## config.mk

```make
export PLATFORM = sky130hd
export DESIGN_NAME = gray_seq_monitor
export DESIGN_NICKNAME = d
export VERILOG_FILES = /design/src/rtl/gray_pkg.sv /design/src/rtl/gray2bin_n.sv /design/src/rtl/gray_seq_monitor.sv
export SDC_FILE = /design/constraint.sdc
export NUM_CORES = 1
export LEC_CHECK = 0
export CAP_MARGIN = 20
export CORE_MARGIN = 1.5
export CORE_UTILIZATION = 42
export CTS_BUF_LIST = sky130_fd_sc_hd__clkbuf_2
export DETAILED_ROUTE_END_ITERATION = 12
export DONT_BUFFER_PORTS = 1
export PLACE_DENSITY = 0.53
export SLEW_MARGIN = 40
export SYNTH_ARGS = -nofsm -noshare
export SYNTH_HDL_FRONTEND = slang
export SYNTH_SLANG_ARGS = --single-unit
export TNS_END_PERCENT = 20
```

## constraint.sdc

```tcl
create_clock -name clk -period 2.67 [get_ports clk]
set_clock_uncertainty 0.1 [all_clocks]
set_input_delay 0.534 -clock clk [delete_from_list [all_inputs] [get_ports clk]]
set_output_delay 0.534 -clock clk [all_outputs]
set_load 0.01 [all_outputs]
```

## src/rtl/gray_pkg.sv

```systemverilog
// Shared definitions for the Gray sequence monitor.
//   state_t  : monitor FSM state (ACQ, LOCK, RESYNC; encoding 2'd3 is illegal)
//   gray2bin : Gray-to-binary conversion at the maximum supported width (GMAX).
//              Zero-extended inputs convert correctly because the extra
//              upper bits contribute nothing to the XOR chain.
package gray_pkg;

  localparam int unsigned GMAX = 32;

  typedef enum logic [1:0] {
    ACQ    = 2'd0,
    LOCK   = 2'd1,
    RESYNC = 2'd2
  } state_t;

  function automatic logic [GMAX-1:0] gray2bin(input logic [GMAX-1:0] g);
    logic [GMAX-1:0] b;
    b = '0;
    b[GMAX-1] = g[GMAX-1];
    for (int unsigned i = GMAX - 1; i > 0; i--) begin
      b[i-1] = b[i] ^ g[i-1];
    end
    return b;
  endfunction

endpackage

```

## src/rtl/gray2bin_n.sv

```systemverilog
// Parameterised combinational Gray-to-binary converter (N <= GMAX).
//   gray : N-bit Gray code input
//   bin  : N-bit binary equivalent
module gray2bin_n
  import gray_pkg::*;
#(
  parameter int unsigned N = 4
) (
  input  logic [N-1:0] gray,
  output logic [N-1:0] bin
);

  assign bin = N'(gray2bin(GMAX'(gray)));

endmodule

```

## src/rtl/gray_seq_monitor.sv

```systemverilog
// Gray counter sequence monitor.
// Samples the Gray counter one cycle after each advance strobe, converts it to
// binary and checks every step is +1 mod 2^N, keeping step/wrap/error
// statistics and a lock indication.
//   clk        : system clock
//   rst        : synchronous reset, active-low
//   gray_in    : Gray value from the counter
//   step       : advance strobe (same pulse that enables the counter)
//   clr_err    : synchronous clear of err_count / err_flag
//   bin_out    : binary value of the last sample
//   bin_valid  : one-cycle strobe, bin_out updated
//   step_count : samples taken (wraps)
//   wrap       : one-cycle strobe on a correct 2^N-1 -> 0 step
//   err_count  : bad steps, saturating
//   err_flag   : sticky error indicator
//   locked     : high while in LOCK
module gray_seq_monitor
  import gray_pkg::*;
#(
  parameter int unsigned N        = 4,
  parameter int unsigned STEP_W   = 16,
  parameter int unsigned ERR_W    = 8,
  parameter int unsigned LOCK_RUN = 2
) (
  input  logic              clk,
  input  logic              rst,
  input  logic [N-1:0]      gray_in,
  input  logic              step,
  input  logic              clr_err,
  output logic [N-1:0]      bin_out,
  output logic              bin_valid,
  output logic [STEP_W-1:0] step_count,
  output logic              wrap,
  output logic [ERR_W-1:0]  err_count,
  output logic              err_flag,
  output logic              locked
);

  state_t       state;
  logic         step_d;
  logic [3:0]   run;
  logic [3:0]   run_next;
  logic [N-1:0] sample;
  logic [N-1:0] expect_bin;
  logic         correct;
  logic         err_event;

  gray2bin_n #(.N(N)) u_conv (
    .gray (gray_in),
    .bin  (sample)
  );

  always_comb begin
    expect_bin = '0;
    correct    = 1'b0;
    err_event  = 1'b0;
    run_next   = '0;
    expect_bin = bin_out + N'(1);
    correct    = (sample == expect_bin);
    err_event  = step_d && ((state == LOCK) || (state == RESYNC)) && !correct;
    run_next   = run + 4'd1;
  end

  always_ff @(posedge clk) begin
    if (!rst) begin
      state      <= ACQ;
      step_d     <= 1'b0;
      run        <= '0;
      bin_out    <= '0;
      bin_valid  <= 1'b0;
      step_count <= '0;
      wrap       <= 1'b0;
      err_count  <= '0;
      err_flag   <= 1'b0;
      locked     <= 1'b0;
    end else begin
      // The counter advances on the step edge; its new value is stable one cycle later.
      step_d    <= step;
      bin_valid <= step_d;
      wrap      <= 1'b0;

      if (step_d) begin
        bin_out    <= sample;
        step_count <= step_count + STEP_W'(1);
      end

      // An error in the clearing cycle restarts the count at one rather than being lost.
      if (err_event) begin
        err_flag <= 1'b1;
        if (clr_err)
          err_count <= ERR_W'(1);
        else if (err_count != '1)
          err_count <= err_count + ERR_W'(1);
      end else if (clr_err) begin
        err_count <= '0;
        err_flag  <= 1'b0;
      end

      case (state)
        ACQ: begin
          if (step_d) begin
            state  <= LOCK;
            locked <= 1'b1;
          end
        end
        LOCK: begin
          if (step_d) begin
            if (correct) begin
              wrap <= (bin_out == '1);
            end else begin
              state  <= RESYNC;
              locked <= 1'b0;
              run    <= '0;
            end
          end
        end
        RESYNC: begin
          if (step_d) begin
            if (correct) begin
              wrap <= (bin_out == '1);
              if (run_next == 4'(LOCK_RUN)) begin
                state  <= LOCK;
                locked <= 1'b1;
                run    <= '0;
              end else begin
                run <= run_next;
              end
            end else begin
              run <= '0;
            end
          end
        end
        default: begin
          state  <= ACQ;
          locked <= 1'b0;
          run    <= '0;
        end
      endcase
    end
  end

endmodule

```

==> results.md <==
- TritonRoute pass-1 iters: 4
- Max Cap Violations: 0
- Vias per cell: roughly 5.7
- Commonest cells after routing, fill and taps aside: dfxtp_1, nor2_1, nand2_1
- Synth Register Bits: 39
- Endpoint type of the worst setup path: register
- Power per cell area: 552.6 nW/µm²
- Status: finished clean
- Initial Util: between 40 and 50%
- Worst slew pin tran: between 0.6 and 0.7 ns
- Worst EP arrival: ~2.5 ns
- Netlist cell types: 45
- Synthesized Nets: around 250
- Max-slew violations: 0
- Diodes inserted: 0
- EDFF count, synth: 0
- Mapped Area: 2007 µm²
- Critical Path Start: bin_out[0]
- Initial DRC count: 61
- Remaining Overflow, GRT: 0
- Root Buffer: clkbuf_2
- Clk pwr share: 30.5%
- Crit share post-route: 86.01%
- Sink Count: 39
- GRT Util Overall: 16.73%
- Via count: between 1500 and 2000
- Final Hold Vio Count: 0
- DIE HEIGHT: 72.13 µm
- Largest family of logic cells by synthesized area: simple AND/OR/NAND/NOR gates
- CORE AREA: ~4500 µm²
- CTS tree: done
- Total routed wirelength: 4022 µm
- RSZ-0062 raised after global routing: no
- Dpl ws: 0.1671 ns
- Worst min path class: in2reg
- DRC viols: 0
- Layout Utilization: 47.60%
- Setup bufs post-CTS: 0
- Main flop type after synthesis: dfxtp_1
- HPWL Detailed: approximately 3000 µm
- Vias in the first global route: 1574
- WS Path Type: reg2reg
- Critical path startpoint category: register
- Area of the die: 5202 µm²
- Fmax: 435.5 MHz
- Synthesized area per cell: between 8 and 9 µm²
- P_int: 837.6 µW
- Critical path data required time: 2.86 ns
- TNS Setup: 0 ns
- Slew HR: 58.18%
- I/O pin cnt: 40
- Pin count of the biggest net entering global routing: 18
- Sequential share of power: 53.8%
- Post-CTS resize count: 0
- Async SR Flop Fraction: 0%
- Launch point of the worst reg-to-reg path: bin_out[0]
- Yosys warnings: 0
- Post-Syn Instances: 228
- Antenna violation net count after detailed routing: 0
- Cts bufs inserted: 5
- Drt wl/cell: ~14 µm
- Share of layout cells above drive strength 1: 8.658%
- PortBufs: 0
- Final nets: around 250
- P&R area growth vs syn: 6.110%
- Worst VDD drop: 0.3070 mV
- Std cell rows: 24
- Sequential-to-total area share from yosys stat: between 30% and 40%
- Finish-stage setup viols: 0
- Fillers: approximately 460
- Commonest non-fill, non-tap cell in the layout: dfxtp_1
- RD Place Congestion: 0.8267
- Combinational power share: 15.7%
- First-pass GRT wire length: around 7000 µm
- Clock Path Buffers: 2
- Minimum clock period: 2.296 ns
- CP Max Fanout: 7
- Worst setup margin: 0.3736 ns
- Post-synthesis compound-gate area fraction: 9.850%
- Synth Area in Simple Gates: 27.24%
- Post-synthesis xor/xnor area fraction: 12.16%
- Die X-Extent: 72.13 µm
- Sw Ratio: 28.83%
- Hold Buf Count CTS: 0
- H-tree depth: 2
- Psw: between 300 and 400 µW
- Adder-cell share of the synthesized area: 5.611%
- Initial antenna violation count: 0
- CTS clock-pin slew for the worst setup and hold paths: 0.20 ns
- Pleak: 0.0008014 µW
- Clock latency on the worst-skew pair: between 0.3 and 0.4 ns
- Hold Crit Start: rst
- Multiplexer share of the synthesized area: 2.494%
cell usage after synthesis, types with 5 or more instances:
cell type,number,area share [%]
ha_1,9,5.6
nand3_1,12,3.0
inv_1,8,1.5
a211oi_1,5,1.9
nor2_1,38,7.1
nor3_1,5,1.2
nand4_1,5,1.6
and3_1,7,2.2
xnor2_1,9,3.9
nand2_1,17,3.2
mux2i_1,5,2.5
clkbuf_1,7,1.3
xor2_1,16,7.0
dfxtp_1,39,39
cells by family (layout without fill, tap and decap cells):
family,Yosys count,after routing
and+or+nand+nor,105,105
xor gates and xnor gates,26,26
adders and majority gates,9,9
DFF,39,39
muxes,5,5
buffers and inverters,18,21
AOI/OAI and AO/OA,26,26
per-layer routing:
layer	routed length [µm]	global-route usage, %	part of all wire, %
met5	0	0	0
met4	62	6.289	1.5
met3	236	5.139	5.9
met2	1809	26.34	45
met1	1913	21.63	48
metrics by stage:
step | hold slack, ns | power [µW] | instance area (µm²) | std cells
floorplan | 0.3767 | 793.4 | 2007 | 228
global placement | 0.4280 | 824.9 | 2061 | 275
detailed placement | 0.4278 | 830.3 | 2061 | 275
CTS | 0.1368 | 1193 | 2130 | 283
global route | 0.1263 | 1250 | 2130 | 283
finish | 0.1644 | 1177 | 2130 | 283
layout make-up:
cell class / count / area [µm²] / area share [%]
Multi-Input combinational cell: 171 / 1151 / 54.05
Sequential cell: 39 / 780.7 / 36.66
Tap cell: 52 / 65.06 / 3.055
Clock inverter: 3 / 43.79 / 2.056
Inverter: 9 / 33.78 / 1.586
Timing Repair Buffer: 4 / 30.03 / 1.410
Clock buffer: 5 / 25.02 / 1.175
path summary, 6_finish.rpt:
path / cells past startpoint / slack (ns) / to
setup / recovery: 6 / 0.37 / err_count[4]
hold / removal: 1 / 0.16 / step_d
setup reg to reg: 6 / 0.37 / err_count[4]
hold reg to reg: 2 / 0.44 / bin_valid
power groups by stage:
stage | registers [µW] | logic, µW | clock network (µW)
floorplan | 638 | 156 | 0
CTS | 634 | 185 | 374
global route | 638 | 212 | 400
finish | 633 | 185 | 359
detailed placement | 645 | 185 | 0
global placement | 644 | 181 | 0
registers in the layout (all words and copies together), names as in the netlist:
name,flops
err_count,8
run,4
locked,1
bin_valid,1
step_count,16
step_d,1
bin_out,4
state,2
err_flag,1
wrap,1
critical path, cell delays in order, from the launching register on:
cell,delay (ns)
dfxtp_1,0.51
ha_1,0.30
or3_4,0.40
a211oi_4,0.36
nor2_1,0.18
a41oi_1,0.30
nor3_2,0.05
No activity file was read; power rests on OpenSTA's default activity.
